`config.mk`:
```
export PLATFORM = sky130hd
export DESIGN_NAME = adder_tree_csa_serial
export DESIGN_NICKNAME = d
export VERILOG_FILES = /design/src/rtl/adder_tree_csa_serial.sv
export SDC_FILE = /design/constraint.sdc
export NUM_CORES = 1
export LEC_CHECK = 0
export ABC_AREA = 1
export BUFFER_PORTS_ARGS = -buffer_cell sky130_fd_sc_hd__buf_2
export CORE_ASPECT_RATIO = 0.8
export CORE_MARGIN = 2
export CORE_UTILIZATION = 28
export DETAILED_ROUTE_END_ITERATION = 12
export PLACE_DENSITY_LB_ADDON = 0.05
export SYNTH_ARGS = -nofsm -noshare
export SYNTH_HDL_FRONTEND = slang
export SYNTH_SLANG_ARGS = --single-unit
```
`constraint.sdc`:
```
create_clock -name clk -period 2.63 [get_ports clk]
set_input_delay 0.789 -clock clk [delete_from_list [all_inputs] [get_ports clk]]
set_output_delay 0.789 -clock clk [all_outputs]
set_load 0.02 [all_outputs]
```
`src/rtl/adder_tree_csa_serial.sv`:
```
// Serial frame adder: accumulates I_DATA_N unsigned words in carry-save form,
// resolves the sum with one carry-propagate add, then holds it for downstream.
module adder_tree_csa_serial #(
   parameter int unsigned I_DATA_W = 3,
   parameter int unsigned I_DATA_N = 8
) (
   input  logic                                      clk,
   input  logic                                      rst_n,
   input  logic [I_DATA_W-1:0]                       i_data,
   input  logic                                      i_valid,
   output logic                                      o_ready,
   output logic [I_DATA_W+$clog2(I_DATA_N)-1:0]      o_data,
   output logic                                      o_valid,
   input  logic                                      i_ready
);

   localparam int unsigned O_DATA_W = I_DATA_W + $clog2(I_DATA_N);
   localparam int unsigned CNT_W    = $clog2(I_DATA_N);

   localparam logic [1:0] ACC     = 2'd0;
   localparam logic [1:0] RESOLVE = 2'd1;
   localparam logic [1:0] OUT     = 2'd2;

   logic [1:0]          state, state_nxt;
   logic [CNT_W-1:0]    cnt, cnt_nxt;
   logic [O_DATA_W-1:0] s, s_nxt;
   logic [O_DATA_W-1:0] c, c_nxt;
   logic [O_DATA_W-1:0] data_nxt;
   logic [O_DATA_W-1:0] d_ext;

   assign d_ext = O_DATA_W'(i_data);

   // State, carry-save accumulator and registered output decodes
   always_ff @(posedge clk or negedge rst_n) begin
      if (!rst_n) begin
         state   <= ACC;
         cnt     <= '0;
         s       <= '0;
         c       <= '0;
         o_data  <= '0;
         o_valid <= 1'b0;
         o_ready <= 1'b0;
      end else begin
         state   <= state_nxt;
         cnt     <= cnt_nxt;
         s       <= s_nxt;
         c       <= c_nxt;
         o_data  <= data_nxt;
         o_valid <= (state_nxt == OUT);
         o_ready <= (state_nxt == ACC);
      end
   end

   // Next-state and datapath; carry is kept pre-shifted to its true weight
   always_comb begin
      state_nxt = state;
      cnt_nxt   = cnt;
      s_nxt     = s;
      c_nxt     = c;
      data_nxt  = o_data;
      case (state)
         ACC: begin
            if (i_valid && o_ready) begin
               s_nxt = s ^ c ^ d_ext;
               c_nxt = ((s & c) | (s & d_ext) | (c & d_ext)) << 1;
               if (cnt == CNT_W'(I_DATA_N - 1)) begin
                  cnt_nxt   = '0;
                  state_nxt = RESOLVE;
               end else begin
                  cnt_nxt = cnt + CNT_W'(1);
               end
            end
         end
         RESOLVE: begin
            data_nxt  = s + c;
            state_nxt = OUT;
         end
         OUT: begin
            if (i_ready) begin
               s_nxt     = '0;
               c_nxt     = '0;
               state_nxt = ACC;
            end
         end
         default: begin
            state_nxt = ACC;
         end
      endcase
   end

endmodule
```
==> results.rst <==
.. list-table::
   :header-rows: 1

   * - Metric
     - Value
   * - Async set-reset flop share out of synthesis
     - 100%
   * - Worst setup EP type
     - output port
   * - Layout overhead on the synthesized area
     - 12.7%
   * - Fmax
     - 616 MHz
   * - Wire length of the first global-routing pass
     - 3990 um
   * - Count of pins over their slew limit
     - 0
   * - Max cap viols
     - 0
   * - Ordered list of cells on the worst path
     - buf_2
   * - Antenna violations before repair
     - 0
   * - Worst slew margin relative to its limit
     - 63.6%
   * - Maximum buffer depth of the clock tree
     - 2
   * - Setup repair after global routing missed its margin
     - no
   * - Category of the worst setup path launch point
     - register
   * - Most used standard cells in the synthesized netlist
     - 40 x nand2_1, 24 x dfrtp_1, 16 x inv_1
   * - First DRT Iteration DRCs
     - 88
   * - Worst-skew pair later-pin latency
     - 0.26 ns
   * - Total half-perimeter wirelength after legalization and detailed placement
     - 1720 um
   * - Initial Util
     - 28.8%
   * - Via/cell ratio
     - 4.15
   * - Power Density
     - 1050 mW/mm2
   * - Area of the core
     - 0.00415 mm2
   * - Post-CTS Repair Setup Buffers
     - 0
   * - Ant. Diodes
     - 0
   * - Share of the clock period used by the worst path after layout
     - 61.7%
   * - Area share of xor/xnor cells in the synthesized design
     - 0%
   * - Critical path's largest stage delay
     - 0.41 ns
   * - Number of enable-type register cells in the synthesized netlist
     - 0
   * - Adder-Cell Fraction of Synth Area
     - 12.3%
   * - Cell family with the largest share of critical-path delay
     - flip-flops
   * - Full die area
     - 0.00482 mm2
   * - Routed Antenna Nets
     - 0
   * - Pin count of the biggest net entering global routing
     - 25
   * - Post-route minimum period
     - 1.62 ns
   * - DIE HEIGHT
     - 62.5 um
   * - Die width
     - 77.1 um
   * - Number of synthesized register bits
     - 24
   * - Multiplexer share of the synthesized area
     - 0%
   * - Netlist cell types
     - 18
   * - First-pass DRT Iterations
     - 4
   * - Library cell with the highest instance count after synthesis
     - nand2_1
   * - Leakage dissipation
     - 0.716 nW
   * - Setup violators final
     - 0
   * - Vias in the first global route
     - 864
   * - CTS tree
     - yes
   * - Placer Congestion
     - 0.741
   * - Total global routing track utilization
     - 10.5%
   * - Classification of the worst setup path
     - register to output port
   * - Final clock skew
     - 0.000945 ns
   * - Hold Vio Cnt, Final
     - 0
   * - Average footprint of a synthesized cell
     - 9.35 um2
   * - Clock Tree Root
     - clkbuf_8
   * - Instance count of the mapped netlist
     - 128
   * - Total gr overflow
     - 0
   * - Yosys warning count
     - 0
   * - TritonCTS Buffers
     - 3
   * - Depth of the CTS H-tree
     - 1
   * - Combinational family with the most area after synthesis
     - simple AND/OR/NAND/NOR gates
   * - Peak fanout along the critical path
     - 2
   * - Routed wire per std cell
     - 11.2 um
   * - Post-synth top flop
     - dfrtp_1
   * - Post-synth design cell area
     - 0.00120 mm2
   * - I/O Buffers
     - 14
   * - Post-Syn Nets
     - 145
   * - Number of nets in the layout
     - 161
   * - Run status
     - finished, final reports clean
   * - Cell with the largest stage delay on the worst path
     - dfrtp_1
   * - Cell accounting for the most synthesized area
     - dfrtp_1
   * - Share of synthesized cell area in and, or, nand and nor gates
     - 22.4%
   * - Top cells by area, synth
     - dfrtp_1 50%, nand2_1 13%, ha_1 7.3%
   * - Total wire length
     - 2230 um
   * - # DRC
     - 0
   * - Sequential element share of the synthesized area
     - 50.2%
   * - Area share of the largest cell type after synthesis
     - 50.2%
   * - Sinks on the clock net
     - 24
   * - Critical path arrival
     - 0.83 ns
   * - Worst vdd rail ir drop
     - 0.000425 V
   * - Min-delay worst type
     - register to register
   * - Worst path bufs/invs
     - 1
   * - DR vias
     - 825
   * - Summed negative setup slack over all endpoints
     - 0 ns
   * - # IOs
     - 15
   * - CTS-repair resized insts
     - 0
   * - Utilization after layout
     - 32.5%
   * - Req. time, crit path
     - 1.84 ns
   * - Count of standard-cell rows
     - 21
   * - Count of hold-fix buffers inserted at cts
     - 0
   * - Synthesized-area fraction occupied by ao, oa, aoi and oai cells
     - 7.31%
   * - Worst-margin pin slew
     - 0.546 ns
   * - Layout cell share with drive strength beyond 1
     - 18.3%
   * - Clock-pin slew on the worst setup and hold paths
     - 0.08 ns
## cells in the final DEF, fill, tap and decap left out, types with 2 or more instances in the layout
master     n
nand2_1   40
dfrtp_1   24
inv_1     16
nand3_1   14
buf_2     14
ha_1       7
o21ai_1    5
nor2_1     3
o21ai_0    3
fa_1       3
clkbuf_8   3
nand2_2    2
o22ai_2    2
o21ai_2    2
## per-stage QoR
step | setup WS (ns) | hold WS (ns) | power, W | area, um2 | cells
3_5_place_dp | 1.02 | 0.473 | 0.00122 | 1310 | 196
3_3_place_gp | 1.01 | 0.460 | 0.00123 | 1310 | 196
2_1_floorplan | 1.17 | 0.453 | 0.00106 | 1200 | 128
4_1_cts | 0.997 | 0.494 | 0.00144 | 1350 | 199
6_report | 1.01 | 0.484 | 0.00142 | 1350 | 199
5_1_grt | 0.929 | 0.528 | 0.00156 | 1350 | 199
## cell type report
class | instances | area, um2
Tap cell | 57 | 71.3
Multi-Input combinational cell | 84 | 503
Inverter | 17 | 63.8
Fill cell | 471 | 2800
Clock buffer | 3 | 41.3
Sequential cell | 24 | 601
Timing Repair Buffer | 14 | 70.1
## registers in the layout, summed over array words and instances, names as in the netlist
register / count
o_valid: 1
s: 6
o_data: 6
c: 5
state: 2
cnt: 3
o_ready: 1
## where the power goes
group | total, W | internal (W) | switching, W
Sequential | 0.000600 | 0.000507 | 0.0000926
Combinational | 0.000602 | 0.000225 | 0.000378
Clock | 0.000214 | 0.000102 | 0.000111
Total | 0.00142 | 0.000834 | 0.000582
## per-layer routing
layer  routed length, um  vias up  share of wire, %  global-route usage [%]
met2                 865       16                39                    16.3
met4                  18        0              0.81                    2.01
met3                 106        2               4.8                    3.76
met5                   0        -                 0                       0
met1                1240      372                56                    14.4
li1                    -      435                 -                       -
## path summary, 6_finish.rpt
path	start	to	slack (ns)	cells after the start
worst max-delay path	o_ready$_DFF_PN0_	o_ready	1.01	1
worst min-delay path	o_data[3]$_DFFE_PN0N_	o_data[3]$_DFFE_PN0N_	0.48	2
worst max register to register	c[1]$_DFFE_PN0P_	o_data[5]$_DFFE_PN0N_	1.08	9
worst min register to register	o_data[3]$_DFFE_PN0N_	o_data[3]$_DFFE_PN0N_	0.48	2
max in group asynchronous	rst_n	s[5]$_DFFE_PN0P_	1.77	1
min in group asynchronous	rst_n	o_valid$_DFF_PN0_	0.50	1
## logic make-up after synthesis
| group | count (synthesis) |
|---|---|
| fa+ha+maj | 10 |
| flops | 24 |
| compound gates | 13 |
| buf+inv | 20 |
| simple gates | 61 |
(Power assumes the default switching activity.)
